$ cat config.mk
export PLATFORM = sky130hd
export DESIGN_NAME = rst_release_seq
export DESIGN_NICKNAME = d
export VERILOG_FILES = /design/src/rtl/rst_release_seq.sv
export SDC_FILE = /design/constraint.sdc
export NUM_CORES = 1
export LEC_CHECK = 0
export CORE_AREA = 2 2 39 41
export DETAILED_ROUTE_END_ITERATION = 8
export DIE_AREA = 0 0 41 43
export HOLD_SLACK_MARGIN = 0.03
export PLACE_DENSITY = 0.66
export SKIP_CTS_REPAIR_TIMING = 1
export SYNTH_ARGS = -nofsm -noshare
export SYNTH_HDL_FRONTEND = slang
export SYNTH_SLANG_ARGS = --single-unit
$ cat constraint.sdc
create_clock -name CLK -period 3.5 [get_ports CLK]
set_input_delay 0.525 -clock CLK [delete_from_list [all_inputs] [get_ports CLK]]
set_output_delay 0.525 -clock CLK [all_outputs]
set_load 0.05 [all_outputs]
$ cat src/rtl/rst_release_seq.sv
// Staged reset-release sequencer: clock-gate enable, then core reset, then peripheral reset.
// Define RST_SEQ_SW_RST_EN to enable the software warm-reset path (DRAIN state).
module rst_release_seq #(
  parameter int HOLD_CYC  = 4,
  parameter int GATE_DLY  = 2,
  parameter int CORE_DLY  = 8,
  parameter int DRAIN_CYC = 3
) (
  input  logic CLK,
  input  logic RST,
  input  logic SW_RST_REQ,
  output logic GATE_EN,
  output logic CORE_RST,
  output logic PERIPH_RST,
  output logic SEQ_DONE
);

  localparam int MAX_AB = (HOLD_CYC > GATE_DLY) ? HOLD_CYC : GATE_DLY;
  localparam int MAX_CD = (CORE_DLY > DRAIN_CYC) ? CORE_DLY : DRAIN_CYC;
  localparam int MAX_P  = (MAX_AB > MAX_CD) ? MAX_AB : MAX_CD;
  localparam int CW     = $clog2(MAX_P) + 1;

  localparam logic [CW-1:0] HOLD_LAST = CW'(HOLD_CYC - 1);
  localparam logic [CW-1:0] GATE_LAST = CW'(GATE_DLY - 1);
  localparam logic [CW-1:0] CORE_LAST = CW'(CORE_DLY - 1);
`ifdef RST_SEQ_SW_RST_EN
  localparam logic [CW-1:0] DRAIN_LAST = CW'(DRAIN_CYC - 1);
`endif

  typedef enum logic [2:0] {
    HOLD,
    GATE,
    CORE,
    RUN
`ifdef RST_SEQ_SW_RST_EN
    ,
    DRAIN
`endif
  } state_t;

  state_t        state, next_state;
  logic [CW-1:0] count, count_next;
  logic          gate_en_d, core_rst_d, periph_rst_d;

`ifndef RST_SEQ_SW_RST_EN
  logic unused_sw_rst_req;
  assign unused_sw_rst_req = SW_RST_REQ;
`endif

  always_ff @(posedge CLK or negedge RST) begin
    if (!RST) begin
      state      <= HOLD;
      count      <= '0;
      GATE_EN    <= 1'b0;
      CORE_RST   <= 1'b0;
      PERIPH_RST <= 1'b0;
      SEQ_DONE   <= 1'b0;
    end else begin
      state      <= next_state;
      count      <= count_next;
      GATE_EN    <= gate_en_d;
      CORE_RST   <= core_rst_d;
      PERIPH_RST <= periph_rst_d;
      SEQ_DONE   <= periph_rst_d;
    end
  end

  // Each wait state leaves on the edge where the counter reaches its last value.
  always_comb begin
    next_state = state;
    case (state)
      HOLD: if (count == HOLD_LAST) next_state = GATE;
      GATE: if (count == GATE_LAST) next_state = CORE;
      CORE: if (count == CORE_LAST) next_state = RUN;
      RUN: begin
`ifdef RST_SEQ_SW_RST_EN
        if (SW_RST_REQ) next_state = DRAIN;
`endif
      end
`ifdef RST_SEQ_SW_RST_EN
      DRAIN: if (count == DRAIN_LAST) next_state = HOLD;
`endif
      default: next_state = HOLD;
    endcase
  end

  // Counter restarts on every state entry; outputs are decoded from the next state so they land on the transition edge.
  always_comb begin
    count_next   = (next_state != state) ? '0 : count + CW'(1);
    gate_en_d    = 1'b0;
    core_rst_d   = 1'b0;
    periph_rst_d = 1'b0;
    case (next_state)
      GATE: gate_en_d = 1'b1;
      CORE: begin
        gate_en_d  = 1'b1;
        core_rst_d = 1'b1;
      end
      RUN: begin
        gate_en_d    = 1'b1;
        core_rst_d   = 1'b1;
        periph_rst_d = 1'b1;
      end
`ifdef RST_SEQ_SW_RST_EN
      DRAIN: begin
        gate_en_d  = 1'b1;
        core_rst_d = 1'b1;
      end
`endif
      default: begin
        gate_en_d    = 1'b0;
        core_rst_d   = 1'b0;
        periph_rst_d = 1'b0;
      end
    endcase
  end

endmodule

## After elaboration in Yosys (flattened, before gate mapping)

Index checks and enable logic that the tools add are counted.
Widths: inputs -> output; s select.

| word-level totals | value |
|---|---|
| register bits after elaboration | 10 |
| bits of input ports | 3 |
| word-level logic and storage cells | 27 |

| cells by class | value |
|---|---|
| $add $sub $neg | 1 |
| eq/ne operators | 10 |
| multiplexer cells | 8 |
| reductions and logical operators | 3 |

Operators by type and width:

| operator | number |
|---|---|
| $eq 3x2->1 const B | 4 |
| $pmux 3 s4 | 1 |
| $mux 3 | 3 |
| $eq 3x1->1 const B | 2 |
| $add 4x1->4 const B | 1 |
| $eq 4x1->1 const B | 1 |
| $eq 4x2->1 const B | 1 |
| $eq 4x3->1 const B | 1 |
| $mux 4 | 1 |
| $logic_not 3->1 | 1 |
| $mux 1 | 3 |
| $ne 3x3->1 | 1 |
| $reduce_or 3->1 | 1 |
| $reduce_or 2->1 | 1 |

## Logic depth before layout (Yosys ltp)

Gate-level depths: netlist of the first run.

| logic depth | value |
|---|---|
| word-level depth | 6 |
| depth in mapped cells | 5 |

## Worst setup path before layout of the first run

OpenSTA, ideal clock, no wires.

| timing path | value |
|---|---|
| kind | register to output |
| start point | reg SEQ_DONE |
| end point | out SEQ_DONE |
| arrival time | 886 ps |
| data required time | 2,975 ps |
| slack | 2,089 ps |
| cell stages (with the launch flop) | 2 |
| buffers on the path | 1 |
| path through | dfrtp_1 -> buf_4 |

RTL lines:

| element | RTL line | RTL |
|---|---|---|
| start, declared | 15 | `output logic SEQ_DONE` |
| start signal, assigned | 64 | `SEQ_DONE <= periph_rst_d;` |

No word-level cell between the ends.

## Worst setup path after layout of the first run

| timing path | value |
|---|---|
| start point | reg SEQ_DONE |
| end point | out SEQ_DONE |

No word-level cell between the ends.

==> results.cfg, run 1 <==
[cells_and_area]
fin_cells = 66
final_common_cell = dfrtp_1
fin_nets = 56
layout_common_cells = dfrtp_1 (10), nor2_1 (5), clkdlybuf4s50_1 (5)
drive_above_1_share = 0.120
fillers = 146
n_antenna_cell = 0
syn_to_final_growth_pct = 18.7

[min_path]
hold_path_depth = 1
min_from = count[0]
hold_class = reg -> reg
hold_path_end = count[0]

[global_route]
use_met1 = 0.137
met3_usage = 0.0471
grt_pass1_wl_mm = 1.19
grt_util_all_layers = 0.109
grt.busiest_layer = met1
grt_util_met2 = 0.131
grt_pass1_vias = 274
antenna_found_initial = 0
overflow = 0
grt_max_degree = 11

[floorplan]
coreArea_um2 = 1380
std_cell_rows = 14
die_width_um = 41
io_pins = 7
initial_core_util = 0.338
dieArea_um2 = 1760
die_y_um = 43

[status]
status = finished, final reports clean

[power]
p_leak_nw = 0.237
switching_share = 0.262
p_clk_frac = 0.380
power.switching_mw = 0.0718
intPower_mw = 0.203
p_comb_frac = 0.133
peakVddDrop_uv = 211
power_density_nw_per_um2 = 494
p_seq_frac = 0.488
power_mw = 0.274

[detailed_routing]
dr.first_iter.drc_count = 0
wl_per_cell_um = 11.2
drtPass1Iterations = 1
avgViaCountPerCell = 4.83
drc = 0
antenna_left = 0
vias = 319
routed_wl_um = 736

[worst_setup_path]
r2r-start = count[0]
arrival_ps = 1390
critPathRequiredTime_ps = 2970
reg2reg_to = count[1]
startpoint_type = register
crit_path_cell_trace = clkdlybuf4s50_1
endpoint_kind = output pin
cpPeakStageDelay_ps = 800
rr_worst_depth = 4
cpLargestDelayFamily = buffers and inverters
path_max_fanout = 2
ff2ff_setup_slack_ps = 2130
cpMaxStageDelayCell = clkdlybuf4s50_1
crit_buf_inv = 1
critPathKind = reg -> out

[synth]
ys_types = 22
yosys_warnings = 0
yosys.area.top_type = dfrtp_1
synth_top_area_share = 0.535
synth_area_leaders = dfrtp_1 (53%), ha_1 (5.3%), nand2b_1 (4.0%)
synth.net_count = 48
synth_area_per_cell_um2 = 10.9
synth_cells = 43
yosysSeqAreaShare = 0.535
synth_area_um2 = 468
synth-seq-cells = 10

[clocking]
clock-root-buffer = clkbuf_4
numCtsBuffers = 3
clkTransAtPathRegs_ps = 70
cts_tree = yes
worstSkewPairLatency_ps = 260
cts_sinks = 10
htreeDepth = 1
cts.path.max_buffers = 2

[place]
place_hpwl_um = 534
gp_congestion = 0.698
dp.cells = 62
numPortBuffers = 5

[sta]
timing_hold_violations_final = 0
finalMaxSlewViolations = 0
fmax_mhz = 521
finalSetupViolCount = 0
period_share = 0.548
fin_skew_ps = 2.68
grt_setup_unrepaired = no
fin_crit_ps = 1920
tns_ps = 0
hold_ws_ps = 509

[run]
drv_cap = 0
-- sequential cells by signal (all words and copies together) (netlist names) --
name	flops
CORE_RST	1
GATE_EN	1
SEQ_DONE	1
count	4
state	3
-- cell type report --
class | count | area [um2] | share of cell area
flip-flops and latches | 10 | 250 | 0.450
clock buffers | 4 | 36.3 | 0.0653
multi-input cells | 28 | 188 | 0.338
well taps | 16 | 20.0 | 0.0360
repair buffers | 5 | 50.0 | 0.0901
inverters | 3 | 11.3 | 0.0203
-- cell usage after synthesis --
library cell	count
nor3_2	1
nor4_2	1
conb_1	1
ha_1	2
a31oi_1	1
nor2b_1	1
nand3_1	1
buf_4	1
a21oi_1	2
a41o_1	1
inv_1	3
dfrtp_1	10
a211oi_1	2
xnor2_1	1
nor3_1	2
nand2_1	1
nor3b_1	1
nand2b_1	3
buf_6	1
o31ai_1	1
nor2_1	5
xor2_1	1
-- cell families (layout without fill, tap and decap cells) --
group | Yosys count | after routing | share of synthesized area
buf+inv | 5 | 12 | 0.0642
fa+ha+maj | 2 | 2 | 0.0535
compound gates | 7 | 7 | 0.104
flops | 10 | 10 | 0.535
xor+xnor | 2 | 2 | 0.0374
simple gates | 16 | 16 | 0.198
other cells | 1 | 1 | 0.00801
-- power groups by stage --
stage               clock (mW)  sequential, mW  combinational, mW
floorplan                    0           0.138             0.0252
global placement             0           0.136             0.0361
detailed placement           0           0.136             0.0370
CTS                      0.109           0.134             0.0372
global route             0.117           0.135             0.0415
finish                   0.104           0.134             0.0364
-- metrics by stage --
step / utilization / setup WS (ps) / cell area (um2)
after global routing: 0.401 / 1520 / 556
after detailed placement: 0.375 / 1860 / 519
after floorplan: - / 2090 / 468
after CTS: 0.401 / 1560 / 556
after global placement: 0.375 / 1860 / 519
final: 0.401 / 1580 / 556
-- per-layer routing --
| layer | vias to the layer above | share of wire |
|---|---|---|
| li1 | 159 | - |
| met1 | 154 | 0.48 |
| met2 | 4 | 0.47 |
| met3 | 2 | 0.029 |
| met4 | 0 | 0.019 |
| met5 | - | 0 |
-- worst max path at each step --
stage | end | slack (ps) | from | depth (start not counted)
2_1_floorplan | SEQ_DONE | 2090 | SEQ_DONE | 1
3_3_place_gp | PERIPH_RST | 1860 | SEQ_DONE | 1
3_5_place_dp | GATE_EN | 1860 | GATE_EN | 1
4_1_cts | SEQ_DONE | 1560 | SEQ_DONE | 1
5_1_grt | GATE_EN | 1520 | GATE_EN | 1
6_report | SEQ_DONE | 1580 | SEQ_DONE | 1
No activity file was read; power rests on OpenSTA's default activity.
==> run 2: changes to the inputs <==
- clock period: 3.5 -> 1.8 ns (I/O delays scaled with it)
==> run 2 against run 1 <==
Largest power group unchanged. Register-to-register slack worse by 1700 ps. Count of clock-buffer cells in the layout stayed put. First-iteration DRC count is 3 higher. Design area unchanged. Sequential share of layout area is the same. Routed wire length is 0.54% higher. Sequential power up 95%. Non-clock buffer count unchanged. Global-route usage shrank 0.10 points. Critical path depth stayed put. Highest routed layer is now met3. Combinational power increased by 93%. Utilization stayed put. Critical endpoint unchanged.
==> results.cfg, run 2 (synthesis gave the netlist of run 1 again) <==
[sta]
tns_ps = 0
hold_ws_ps = 317
timing_hold_violations_final = 0
finalMaxSlewViolations = 0
fin_crit_ps = 1660
fmax_mhz = 601
grt_setup_unrepaired = no
period_share = 0.924
fin_skew_ps = 3.39
finalSetupViolCount = 0

[floorplan]
die_width_um = 41
die_y_um = 43
initial_core_util = 0.338
io_pins = 7
std_cell_rows = 14
dieArea_um2 = 1760
coreArea_um2 = 1380

[cells_and_area]
largest_reg_flops = 4
reg_top3 = count x4, state x3
regMostFlops = count
drive_above_1_share = 0.120
syn_to_final_growth_pct = 18.7
n_antenna_cell = 0
final_area_um2 = 556
layout_common_cells = dfrtp_1 (10), nor2_1 (5), clkdlybuf4s50_1 (5)
fin_nets = 56
final_common_cell = dfrtp_1
fillers = 150

[detailed_routing]
drc = 0
highest_layer = met3
routed-wl-met2_um = 371
wl_per_cell_um = 11.2
drtPass1Iterations = 2
vias = 327
dr_wl_met3_um = 20
drt-met1-wl_um = 349
routed_wl_um = 740
avgViaCountPerCell = 4.95
antenna_left = 0
dr.first_iter.drc_count = 3

[worst_setup_path]
critPathRequiredTime_ps = 1530
r2r-start = count[0]
reg2reg_to = count[0]
startpoint_type = register
path_depth = 1
rr_worst_depth = 4
crit_buf_inv = 1
endpoint_kind = output pin
path_max_fanout = 2
cpLargestDelayFamily = buffers and inverters
ff2ff_setup_slack_ps = 420
cpPeakStageDelay_ps = 800
cpMaxStageDelayCell = clkdlybuf4s50_1
arrival_ps = 1390
crit_path_cell_trace = clkdlybuf4s50_1
critPathKind = reg -> out

[clocking]
numCtsBuffers = 3
clkTransAtPathRegs_ps = 70
worstSkewPairLatency_ps = 260
htreeDepth = 1
clock-root-buffer = clkbuf_4
cts_sinks = 10
cts_tree = yes
cts.path.max_buffers = 2

[min_path]
hold_class = in -> async

[power]
p_leak_nw = 0.237
power_mw = 0.533
peakVddDrop_uv = 399
power_density_nw_per_um2 = 959

[status]
status = finished, final reports clean

[run]
drv_cap = 0

[global_route]
antenna_found_initial = 0
grt_pass1_wl_mm = 1.21
grt_max_degree = 11
grt_pass1_vias = 292
overflow = 0
grt_util_all_layers = 0.108

[place]
numPortBuffers = 5
place_hpwl_um = 526
dpl_cell_area_um2 = 519
gp_congestion = 0.682
-- run 2: cell counts in the layout (fill, tap and decap cells not counted) --
Identical to the previous run, type by type.
-- run 2: how the worst max path moves through the flow --
stage	start	end
floorplan	count[0]	count[0]
global placement	SEQ_DONE	PERIPH_RST
detailed placement	GATE_EN	GATE_EN
CTS	SEQ_DONE	SEQ_DONE
global route	GATE_EN	GATE_EN
finish	SEQ_DONE	SEQ_DONE
-- run 2: power by group --
part	switching [mW]	leakage [nW]	internal (mW)
Sequential	0.0198	0.135	0.241
Clock	0.0793	0.0210	0.123
Combinational	0.0401	0.0812	0.0303
-- run 2: stage by stage --
| step | std cells | setup WS, ps | utilization |
|---|---|---|---|
| global placement | 62 | 419 | 0.375 |
| floorplan | 43 | 552 | - |
| finish | 66 | 136 | 0.401 |
| global route | 66 | 76.8 | 0.401 |
| detailed placement | 62 | 414 | 0.375 |
| CTS | 66 | 116 | 0.401 |
-- run 2: cell type report --
type	count	area, um2	area share
Sequential cell	10	250	0.450
Multi-Input combinational cell	28	188	0.338
Timing Repair Buffer	5	50.0	0.0901
Clock buffer	4	36.3	0.0653
Tap cell	16	20.0	0.0360
Inverter	3	11.3	0.0203
-- run 2: per-layer routing --
metal	vias up	global-route usage
li1	160	-
met1	163	0.137
met2	4	0.138
met3	0	0.0471
met4	0	0.0800
met5	-	0
==> RTL edit, RTL diff (settings of run 2) <==
Make the reset (`RST`) synchronous in one clocked block.
--- a/src/rtl/rst_release_seq.sv
+++ b/src/rtl/rst_release_seq.sv
@@ -47,7 +47,7 @@
   assign unused_sw_rst_req = SW_RST_REQ;
 `endif
 
-  always_ff @(posedge CLK or negedge RST) begin
+  always_ff @(posedge CLK) begin
     if (!RST) begin
       state      <= HOLD;
       count      <= '0;
Check against the original RTL: differs if RST is asserted again (counterexample within 10 cycles, from zero or initial values and one cycle with RST low); with RST held inactive, the same outputs for 10 cycles.
==> RTL edit against run 2 <==
- final cell count down 1.5%
- sequential cell count is the same
- non-clock buffer count unchanged
- routed wire length fell by 7.0%
- area after synthesis down 11%
- critical path type unchanged
- design area decreased by 7.0%
- critical path depth unchanged
- highest routed layer is now met4
- setup slack better by 18 ps
Power is not compared: it rests on default switching activity, and its combinational part moved more than twofold at a synthesized area within 25%.
==> RTL edit: results (changes against run 2) <==
metric;value;unit;change
CP max FO;2;;unchanged
Seq/Total Area, Yosys;47.9;%;-5.6 points
Slew @ Worst Pin;497;ps;
first-pass GRT wire length;1160;um;-4.0%
Worst R2R Path Depth;4;;unchanged
Root Driver;clkbuf_4;;
pre-CTS setup slack;418;ps;+4.12 ps
top cells by count, synth;10 x dfxtp_1, 4 x nor3_1, 3 x a21oi_1, 3 x inv_1, 3 x nor2_1;;
Yosys Warn Count;0;;unchanged
Synth Flop Type;dfxtp_1;;
syn_nets;46;;-4.2%
Slowest cell on crit path;clkdlybuf4s50_1;;
CP delay by family, top;buffers and inverters;;
Leakage;0.187;nW;
total wire length;688;um;-7.0%
placed instance area;480;um2;-7.5%
CTS max path bufs;2;;unchanged
number of CTS-inserted buffers;3;;unchanged
gr usage total;10.5;%;-0.28 points
Critical Path AT;1380;ps;
# H-tree levels;1;;unchanged
initial DRC count;4;;+1
initial antenna violation count;0;;unchanged
Worst Hold Class;register to register;;
status;completed;;
Placer Congestion;0.682;;+0.10%
worst vdd ir;0.000366;V;
fillers;145;;-3.3%
Final Skew;3.18;ps;-0.209 ps
worst skew pair latency;260;ps;about the same
Port Buffers;5;;unchanged
Cell variety after synth;21;;-4.5%
First-pass DRT Iterations;4;;+2
Max stage delay on crit path;790;ps;
share of post-route cells with drive strength above 1;14.3;%;+2.3 points
ANT cells;0;;unchanged
Via Count;309;;-5.5%
async set-reset flop share out of synthesis;0;%;-100 points
hold path depth;1;;
vias in the first global route;293;;+0.34%
largest net degree at the start of global routing;8;;-3
Worst-path clk slew;70;ps;about the same
top cells by area, synth;dfxtp_1 48%, a2111oi_4 6.6%, ha_1 6.0%, nor3_1 4.8%, xnor2_1 4.2%;;
Largest regs;count x4, state x3;;
nets;55;;-1.8%
RTL edit: through the flow:
step	hold WS [ps]	util [%]	cells
global route	520	37.3	65
CTS	504	37.3	65
floorplan	457	-	41
global placement	473	34.7	61
finish	501	37.3	65
detailed placement	487	34.7	61
RTL edit: path summary, 6_finish.rpt:
path | startpoint | endpoint | slack, ps
max reg2reg | count[0] | count[2] | 420
min | count[0] | count[0] | 500
min reg2reg | count[0] | count[0] | 500
max | SEQ_DONE | SEQ_DONE | 150
RTL edit: cell type report:
type | count | area share, %
Clock buffer | 4 | 7.02
Inverter | 3 | 2.18
Multi-Input combinational cell | 27 | 38.5
Sequential cell | 10 | 38.7
Tap cell | 16 | 3.87
Timing Repair Buffer | 5 | 9.69
RTL edit: cells by family (layout without fill, tap and decap cells):
kind of cell	after synthesis	in the layout	share of synthesized area, %
AOI/OAI and AO/OA	7	7	15.9
xor gates and xnor gates	2	2	4.19
adders and majority gates	2	2	5.99
buffers and inverters	4	12	4.49
DFF	10	10	47.9
other	1	1	0.897
and+or+nand+nor	15	15	20.7
RTL edit: metal layers:
layer / up-vias / share of wire, % / track usage [%]
li1: 157 / - / -
met1: 146 / 45 / 10.4
met2: 4 / 51 / 15.9
met3: 2 / 2.2 / 1.57
met4: 0 / 1.5 / 12.0
met5: - / 0 / 0
RTL edit: power breakdown:
| group | leakage (nW) | internal [mW] | switching (mW) | total, mW |
|---|---|---|---|---|
| logic | 0.0843 | 0.00761 | 0.00799 | 0.0156 |
| registers | 0.0812 | 0.225 | 0.00297 | 0.228 |
| clock network | 0.0210 | 0.123 | 0.0781 | 0.201 |
